$ cat src/rtl/cdc_pkg.sv
// -----------------------------------------------------------------------------
// cdc_pkg
//
// Shared definitions for the source-side four-phase crossing controller:
//   - state_t          : handshake FSM states
//   - grant_t          : result of the round-robin priority search
//   - rr_search()      : first valid requester at or after the pointer, wrapping
//   - phase_cnt_width(): width of a counter that can hold the timeout limit
// -----------------------------------------------------------------------------
package cdc_pkg;

    // Encoding is chosen so that bit 0 is set only in REQ_HI. The crossing
    // request is taken straight from that flop, with no decode logic after it.
    typedef enum logic [1:0] {
        IDLE   = 2'b00,
        REQ_HI = 2'b01,
        REQ_LO = 2'b10
    } state_t;

    // The search always works on a 16-entry vector; narrower requester sets
    // are zero-extended and the modulus is the real requester count.
    localparam int MAX_N = 16;
    localparam int IDX_W = 4;

    typedef struct packed {
        logic             found;
        logic [IDX_W-1:0] idx;
    } grant_t;

    function automatic int phase_cnt_width(input int timeout);
        return $clog2(timeout + 1);
    endfunction

    // Searches n entries starting at rr. The loop runs from the farthest
    // offset down to offset 0, so the last hit written is the closest one.
    function automatic grant_t rr_search(input logic [MAX_N-1:0] valid,
                                         input logic [IDX_W-1:0] rr,
                                         input int               n);
        grant_t           g;
        int               pos;
        logic [IDX_W-1:0] pos_v;
        g = '0;
        for (int k = MAX_N - 1; k >= 0; k--) begin
            if (k < n) begin
                pos   = (int'(rr) + k) % n;
                pos_v = IDX_W'(pos);
                if (valid[pos_v]) begin
                    g.found = 1'b1;
                    g.idx   = pos_v;
                end
            end
        end
        return g;
    endfunction

endpackage

$ cat src/rtl/cdc_sync_bit.sv
// -----------------------------------------------------------------------------
// cdc_sync_bit
//
// A multi-flop synchronizer for one asynchronous level. Its depth is set by a
// parameter. All flops reset asynchronously to 0.
//
// Ports:
//   clock : destination (local) clock
//   reset : asynchronous, active-high reset
//   d     : asynchronous input level
//   q     : synchronized level, STAGES cycles behind d
// -----------------------------------------------------------------------------
module cdc_sync_bit #(
    parameter int STAGES = 2
) (
    input  logic clock,
    input  logic reset,
    input  logic d,
    output logic q
);

    logic [STAGES-1:0] chain;

    always_ff @(posedge clock or posedge reset) begin
        if (reset) begin
            chain <= '0;
        end else begin
            chain <= {chain[STAGES-2:0], d};
        end
    end

    assign q = chain[STAGES-1];

endmodule

$ cat src/rtl/cdc_handshake_arbiter.sv
// -----------------------------------------------------------------------------
// cdc_handshake_arbiter
//
// This is the source-side controller for a shared four-phase req/ack clock
// domain crossing. It arbitrates round-robin among N local requesters. It
// copies the winner's payload into a hold register and then drives the
// handshake: raise x_req, wait for ack high, drop x_req, wait for ack low.
//
// Local request handshake: requester i offers a word by holding req_valid[i].
// The word is taken in the cycle where req_valid[i] and req_ready[i] are both
// high. req_ready is one-hot, can only be high in IDLE, and is combinational
// from req_valid. The requester may drop or change its request after that
// cycle.
//
// Ports:
//   clock, reset    : source clock, asynchronous active-high reset
//   req_valid [N]   : per-requester request
//   req_data [N*W]  : payloads, requester i at [i*W +: W]
//   req_ready [N]   : one-hot acceptance strobe
//   x_req           : crossing request (four-phase)
//   x_data [W]      : held payload, stable from accept until the next accept
//   x_src           : id of the requester being served
//   x_ack           : raw acknowledge from the destination (asynchronous)
//   done, done_src  : one-cycle completion pulse and the completed id
//   busy            : high outside IDLE
//   timeout_err     : sticky phase-timeout flag
//   err_clear       : clears timeout_err (a same-cycle set wins)
// -----------------------------------------------------------------------------
module cdc_handshake_arbiter
    import cdc_pkg::*;
#(
    parameter int N           = 4,
    parameter int W           = 32,
    parameter int SYNC_STAGES = 2,
    parameter int TIMEOUT     = 1024
) (
    input  logic                 clock,
    input  logic                 reset,
    input  logic [N-1:0]         req_valid,
    input  logic [N*W-1:0]       req_data,
    output logic [N-1:0]         req_ready,
    output logic                 x_req,
    output logic [W-1:0]         x_data,
    output logic [$clog2(N)-1:0] x_src,
    input  logic                 x_ack,
    output logic                 done,
    output logic [$clog2(N)-1:0] done_src,
    output logic                 busy,
    output logic                 timeout_err,
    input  logic                 err_clear
);

    localparam int SW = $clog2(N);
    localparam int CW = phase_cnt_width(TIMEOUT);

    state_t          state;
    state_t          state_next;
    logic            ack_s;
    grant_t          grant;
    logic [SW-1:0]   grant_idx;
    logic            accept;
    logic [SW-1:0]   rr;
    logic [CW-1:0]   phase_cnt;
    logic            phase_change;
    logic            timeout_hit;
    logic            unused_grant_bits;

    // ------------------------------------------------------------------
    // Acknowledge synchronizer
    // ------------------------------------------------------------------
    cdc_sync_bit #(
        .STAGES (SYNC_STAGES)
    ) u_ack_sync (
        .clock (clock),
        .reset (reset),
        .d     (x_ack),
        .q     (ack_s)
    );

    // ------------------------------------------------------------------
    // Round-robin grant (combinational)
    // ------------------------------------------------------------------
    always_comb begin
        grant     = rr_search(MAX_N'(req_valid), IDX_W'(rr), N);
        grant_idx = grant.idx[SW-1:0];
    end

    // If N < 16, the upper index bits are always zero.
    assign unused_grant_bits = ^grant.idx;

    // ------------------------------------------------------------------
    // FSM next state
    // ------------------------------------------------------------------
    always_comb begin
        state_next = state;
        accept     = 1'b0;
        case (state)
            IDLE: begin
                if (grant.found) begin
                    accept     = 1'b1;
                    state_next = REQ_HI;
                end
            end
            REQ_HI: begin
                if (ack_s) begin
                    state_next = REQ_LO;
                end
            end
            REQ_LO: begin
                if (!ack_s) begin
                    state_next = IDLE;
                end
            end
            default: begin
                state_next = IDLE;
            end
        endcase
    end

    always_comb begin
        req_ready = '0;
        if (accept) begin
            req_ready[grant_idx] = 1'b1;
        end
    end

    always_ff @(posedge clock or posedge reset) begin
        if (reset) begin
            state <= IDLE;
        end else begin
            state <= state_next;
        end
    end

    // x_req comes straight from the state flop, with no gating after it.
    assign x_req = state[0];
    assign busy  = (state != IDLE);

    // ------------------------------------------------------------------
    // Hold register, requester id, round-robin pointer
    // ------------------------------------------------------------------
    always_ff @(posedge clock or posedge reset) begin
        if (reset) begin
            x_data <= '0;
            x_src  <= '0;
            rr     <= '0;
        end else if (accept) begin
            x_data <= req_data[int'(grant_idx)*W +: W];
            x_src  <= grant_idx;
            rr     <= (grant_idx == SW'(N - 1)) ? '0 : grant_idx + 1'b1;
        end
    end

    // ------------------------------------------------------------------
    // Completion pulse: falls out of the REQ_LO -> IDLE transition
    // ------------------------------------------------------------------
    always_ff @(posedge clock or posedge reset) begin
        if (reset) begin
            done     <= 1'b0;
            done_src <= '0;
        end else begin
            done <= (state == REQ_LO) && !ack_s;
            if ((state == REQ_LO) && !ack_s) begin
                done_src <= x_src;
            end
        end
    end

    // ------------------------------------------------------------------
    // Phase counter and sticky timeout flag
    // ------------------------------------------------------------------
    assign phase_change = (state_next != state);

    // The flag is raised only on the step that brings the counter up to
    // TIMEOUT. While the counter sits saturated it does not raise the flag
    // again, so a cleared flag stays clear until a later phase times out.
    assign timeout_hit = (state != IDLE) && !phase_change &&
                         (phase_cnt == CW'(TIMEOUT - 1));

    always_ff @(posedge clock or posedge reset) begin
        if (reset) begin
            phase_cnt <= '0;
        end else if (phase_change) begin
            phase_cnt <= '0;
        end else if ((state != IDLE) && (phase_cnt != CW'(TIMEOUT))) begin
            phase_cnt <= phase_cnt + 1'b1;
        end
    end

    always_ff @(posedge clock or posedge reset) begin
        if (reset) begin
            timeout_err <= 1'b0;
        end else if (timeout_hit) begin
            timeout_err <= 1'b1;
        end else if (err_clear) begin
            timeout_err <= 1'b0;
        end
    end

endmodule

$ cat config.mk
export PLATFORM = sky130hd
export DESIGN_NAME = cdc_handshake_arbiter
export DESIGN_NICKNAME = d
export VERILOG_FILES = /design/src/rtl/cdc_pkg.sv /design/src/rtl/cdc_sync_bit.sv /design/src/rtl/cdc_handshake_arbiter.sv
export SDC_FILE = /design/constraint.sdc
export NUM_CORES = 1
export LEC_CHECK = 0
export ABC_AREA = 1
export ABC_CLOCK_PERIOD_IN_PS = 4200
export CAP_MARGIN = 20
export CORE_MARGIN = 2
export CORE_UTILIZATION = 41
export DETAILED_ROUTE_END_ITERATION = 10
export PLACE_DENSITY = 0.91
export SYNTH_ARGS = -nofsm -noshare
export SYNTH_HDL_FRONTEND = slang
export SYNTH_SLANG_ARGS = --single-unit
$ cat constraint.sdc
create_clock -name clock -period 4.2 [get_ports clock]
set_clock_uncertainty 0.05 [all_clocks]
set_input_delay 1.26 -clock clock [delete_from_list [all_inputs] [get_ports clock]]
set_output_delay 1.26 -clock clock [all_outputs]
set_load 0.005 [all_outputs]
==> results of run 1 <==
## final cells by class
type / count / area, um2
Fill cell: 751 / 2960
Multi-Input combinational cell: 421 / 2000
Timing Repair Buffer: 205 / 1970
Inverter: 38 / 145
Clock buffer: 8 / 100
Tap cell: 108 / 135
Sequential cell: 55 / 1380
## flip-flops by register name, indices dropped and copies added, names as in the netlist
| signal | cells |
|---|---|
| done_src | 2 |
| phase_cnt | 11 |
| state | 2 |
| done | 1 |
| x_src | 2 |
| x_data | 32 |
| rr | 2 |
| timeout_err | 1 |
| u_ack_sync.chain | 2 |
## metal layers
layer | wire, um | part of all wire | vias up
met1 | 4630 | 0.37 | 2077
met5 | 0 | 0 | -
met2 | 6390 | 0.51 | 234
li1 | - | - | 2141
met4 | 378 | 0.030 | 0
met3 | 1080 | 0.087 | 40
## repair_timing
action,CTS,global route
setup buffers,6,1
resized for setup,35,2
pin swaps,12,5
setup endpoints to repair,4,2
cloned,0,0
## per-stage QoR
step | total power (W) | setup TNS, ps | hold slack, ps
after floorplan | 0.00298 | 0 | 281
after global placement | 0.00397 | -1530 | 283
after detailed placement | 0.00410 | -2090 | 298
after CTS | 0.00452 | 0 | 317
after global routing | 0.00498 | 0 | 321
final | 0.00456 | 0 | 310
## worst paths after layout
| check | slack, ps | to | depth (start not counted) |
|---|---|---|---|
| worst max-delay path | 60 | req_ready[2] | 14 |
| worst min-delay path | 310 | u_ack_sync.chain[1] | 0 |
| worst max register to register | 1570 | phase_cnt[5] | 14 |
| worst min register to register | 310 | u_ack_sync.chain[1] | 0 |
| max in group asynchronous | 2050 | phase_cnt[0] | 3 |
| min in group asynchronous | 1240 | x_data[24] | 2 |
## kinds of logic (layout without fill, tap and decap cells)
family | after synthesis | after routing | synth area share
XOR/XNOR | 6 | 6 | 0.0143
adder cells (fa/ha/maj) | 6 | 6 | 0.0205
AO/OA/AOI/OAI | 17 | 17 | 0.0263
flip-flops | 55 | 55 | 0.376
AND/OR/NAND/NOR | 392 | 392 | 0.471
buffers and inverters | 71 | 251 | 0.0922
## layout by cell type (no fill, tap or decap), drive strengths merged, types with 2 or more instances in the layout
cell	count
nand2	186
nor3	3
dfrtp	55
clkdlybuf4s50	171
xor2	5
o21bai	2
dlygate4sd2	4
buf	30
ha	6
nand3	169
inv	38
clkbuf	8
o21ai	8
a21oi	6
nand4	4
nor2	28
## where the power goes
part	internal, W	total (W)	switching [W]
combinational	0.00138	0.00335	0.00197
clock	0.000151	0.000313	0.000162
sequential	0.000752	0.000893	0.000141
total	0.00229	0.00456	0.00227
==> out/qor.txt, run 1 <==
Share of cells above drive strength 1: 0.0949
Top cells by area, synth: dfrtp_1 38%, nand3_1 23%, nand2_1 18%
Hold crit path type: reg2reg
Hold_sp: u_ack_sync.chain[0]
Synthesized instance count: 547
CP max stage delay: 260 ps
Post-synthesis cell type count: 25
Clk root buf: clkbuf_8
Final Hold Vio Count: 0
Worst setup path start: req_valid[3]
Die Ht: 98.5 um
Leakage power: 2.71 nW
Worst slack, placed: -547 ps
Syn_nets: 689
Maximum fanout along the worst path: 3
Max clock buf depth: 2
Reg clk slew, reported paths: 90 ps
Top Usage Layer GRT: met2
H-Tree Depth: 2
Initial Util: 0.422
Antenna violations before repair: 0
Placed insts: 820
Total wire length: 12500 um
Rows: 34
Status: finished clean
Core box area: 8680 um2
Met2 track demand over resource: 0.467
Final cell count without fillers: 835
Max rail drop VDD: 0.648 mV
FF-to-FF Start: rr[0]
Critical Path AT: 2830 ps
Pin count of the biggest net entering global routing: 63
Width of the die: 98.5 um
Slowest CP cell: dlygate4sd2_1
Final Cell Area: 5720 um2
Placed Area: 5550 um2
FMAX: 0.242 GHz
Area leader, netlist: dfrtp_1
Cell family with most CP delay: buffers and inverters
Met3 GRT Util: 0.0560
Final core utilization: 0.659
Vias in the first global route: 4467
Diode count: 0
Synthesized area: 3660 um2
CTS Hold Buffers Added: 0
RePlAce Congestion: 0.942
GRT Residual Overflow: 0
Clock latency on the worst-skew pair: 300 ps
GRT Resource Usage Total: 0.256
CP Launch Type: input port
Drt wl/cell: 14.9 um
RSZ-0062 raised after global routing: false
DRC: 0
Syn avg cell area: 6.70 um2
Async S/R FF share, synth: 1.00
WP data required: 2890 ps
Final worst slack: 64.6 ps
Initial DRC Count: 246
DR pass1 iterations: 5
Worst-Margin Slew: 645 ps
IO Count: 180
Vias: 4492
Post-synth top cells: 178 x nand2_1, 169 x nand3_1, 55 x dfrtp_1, 34 x inv_1, 26 x nor2_1
First-pass GRT wire length: 20300 um
TritonCTS clock tree: done
Worst-path cell chain: dlygate4sd2_1 > inv_1 > nand2_2 > nand3_2 > nand2_2 > nor2_2 > o21ai_2 > buf_4 > a21oi_4 > buf_6 > ha_1 > inv_1 > nor2_1 > buf_2
Crit path buf inv count: 6
Detail Placement HPWL: 9270 um
Top_reg_cell synth: dfrtp_1
Crit end category: output port
Drt via density: 5.38
Layout area overhead: 56.1%
Crit path time final: 4140 ps
Slew Limit Fails: 0
Die area: 9710 um2
Sequential-to-total area share from yosys stat: 0.376
Synthesized flop and latch total: 55
Worst Path Class, Setup: in2out
PD cells: 796 nW/um2
GR Util met1: 0.289
Final setup vio count: 0
Post-synth EDFFs: 0
Clk sinks: 55
Synth top area share: 0.376
Max-cap violations: 0
# nets final: 868
Yosys Warn Count: 0
Num CTS Buffers: 5
Fin crit share: 0.985
Most frequent cell after synthesis: nand2_1
Slew margin rel.: 0.570
Final ANT Viol Nets: 0
Input/output buffers: 179
No activity file was read; power rests on OpenSTA's default activity.
==> run 2: changes to the inputs <==
--- a/config.mk
+++ b/config.mk
@@ -6,7 +6,7 @@
 export NUM_CORES = 1
 export LEC_CHECK = 0
 export ABC_AREA = 1
-export ABC_CLOCK_PERIOD_IN_PS = 4200
+export ABC_CLOCK_PERIOD_IN_PS = 4300
 export CAP_MARGIN = 20
 export CORE_MARGIN = 2
 export CORE_UTILIZATION = 41
==> constraint.sdc (replaced) <==
create_clock -name clock -period 4.3 [get_ports clock]
set_clock_uncertainty 0.05 [all_clocks]
set_input_delay 1.29 -clock clock [delete_from_list [all_inputs] [get_ports clock]]
set_output_delay 1.29 -clock clock [all_outputs]
set_load 0.005 [all_outputs]
==> run 2 against run 1 <==
Effect of this change: via count rose by 0.13%; critical path depth fell by 2; non-clock buffer count rose by 3; flip-flop and latch count did not move; routed wire length rose by 2.9%; combinational power rose by 2%; worst setup slack got worse by 29 ps; clock-buffer cell count did not move; critical path type unchanged; largest power group unchanged; highest routed layer unchanged.
==> out/qor.txt, run 2 (synthesized netlist as in run 1, its figures left out) <==
Filler cell count: 728
Vias in the first global route: 4575
GRT Residual Overflow: 0
Clk root buf: clkbuf_8
Critical Path AT: 2920 ps
Crit path time final: 4260 ps
Initial Util: 0.422
Hold_sp: u_ack_sync.chain[0]
Antenna violations before repair: 0
Num CTS Buffers: 5
Most frequent cells in the layout: 171 x clkdlybuf4s50_1, 169 x nand2_1, 167 x nand3_1
Commonest non-fill, non-tap cell in the layout: clkdlybuf4s50_1
GRT Resource Usage Total: 0.265
Max clock buf depth: 2
DR pass1 iterations: 4
Final Cell Area: 5810 um2
CP Launch Type: input port
Leakage power: 2.74 nW
Clock latency on the worst-skew pair: 300 ps
Die area: 9710 um2
Total wire length: 12800 um
Worst Reg-to-Reg Cells: 14
Worst slack, placed: -496 ps
Vias: 4498
First-pass GRT wire length: 21000 um
Worst Path Class, Setup: in2out
Reg with most FFs: x_data
H-Tree Depth: 2
Total power draw: 0.00459 W
Reg clk slew, reported paths: 100 ps
TritonCTS clock tree: done
WP data required: 2960 ps
FMAX: 0.234 GHz
Core box area: 8680 um2
Drt via density: 5.37
Maximum fanout along the worst path: 3
Final setup vio count: 0
Slew Limit Fails: 0
Fin crit share: 0.992
Detail Placement HPWL: 9340 um
Worst-Margin Slew: 655 ps
Max rail drop VDD: 0.538 mV
Share of cells above drive strength 1: 0.105
Max-cap violations: 0
Rows: 34
Endpoint, Worst Hold: u_ack_sync.chain[1]
Status: finished clean
PD cells: 791 nW/um2
RePlAce Congestion: 0.942
Layout area overhead: 58.4%
Diode count: 0
Drt wl/cell: 15.3 um
Final Hold Vio Count: 0
Worst hold path depth: 0
Final core utilization: 0.669
IO Count: 180
Final worst slack: 35.5 ps
Hold crit path type: reg2reg
Number of flip-flops in the largest register: 32
FF-to-FF Start: rr[0]
Final ANT Viol Nets: 0
Die Ht: 98.5 um
Initial DRC Count: 232
Final cell count without fillers: 838
# nets final: 871
DRC: 0
Clk sinks: 55
Largest registers: x_data (32), phase_cnt (11)
Pin count of the biggest net entering global routing: 63
Placed Area: 5550 um2
R2R Path End: phase_cnt[5]
Width of the die: 98.5 um
R2R Setup Slk: 1550 ps
CTS Hold Buffers Added: 0
Slew margin rel.: 0.563
Placed insts: 820
Input/output buffers: 179
Crit end category: output port
run 2: cell types whose count changed in the layout (fill, tap and decap cells not counted), moves of 2 or more:
cell,delta
nand2_2,-5
inv_4,+2
inv_2,-3
nor2_1,-2
buf_4,+4
nand2_4,+6
run 2: area by class of cell:
class / instances / area (um2) / area share
Inverter: 38 / 150 / 0.0259
Tap cell: 108 / 135 / 0.0233
Timing Repair Buffer: 208 / 1990 / 0.342
Multi-Input combinational cell: 421 / 2060 / 0.355
Sequential cell: 55 / 1380 / 0.237
Clock buffer: 8 / 100 / 0.0172
run 2: timing repair:
item / 4_1_cts / 5_1_grt
cloned: 0 / 0
endpoints found under the hold margin: 0 / 0
pin swaps: 16 / 6
setup buffers: 6 / 4
gates resized for setup: 37 / 15
setup endpoints to repair: 4 / 4
run 2: metrics by stage:
stage	hold WS [ps]	TNS, ps
2_1_floorplan	281	0
3_3_place_gp	283	-1370
3_5_place_dp	294	-1880
4_1_cts	313	0
5_1_grt	318	-48.5
6_report	310	0
run 2: worst max-delay path, cell delays in order:
cell and delay, ps:
dlygate4sd2_1 250, nand2_1 100, nand2_2 110, nand2_4 100, nand3_1 90, o21ai_2 190
nand2_1 120, nand2_2 120, ha_1 160, inv_1 40, nor2_1 120, clkdlybuf4s15_1 230
run 2: layer usage:
layer | GRT usage | part of all wire | vias to the layer above
met5 | 0 | 0 | -
met4 | 0.112 | 0.026 | 0
met3 | 0.0539 | 0.077 | 30
met2 | 0.501 | 0.53 | 212
met1 | 0.285 | 0.37 | 2114
li1 | - | - | 2142
run 2: worst max-delay path by stage:
stage / start / endpoint / slack [ps] / cells after the start
finish: req_valid[2] / req_ready[1] / 40 / 12
detailed placement: req_valid[2] / req_ready[2] / -500 / 14
floorplan: req_valid[1] / req_ready[3] / 440 / 14
global placement: req_valid[3] / req_ready[1] / -360 / 13
global route: req_valid[2] / req_ready[1] / -50 / 14
CTS: req_valid[2] / req_ready[0] / 130 / 14
run 2: report_power, final:
group / internal, W / switching [W]
Combinational: 0.00141 / 0.00199
Sequential: 0.000734 / 0.000142
Clock: 0.000147 / 0.000161
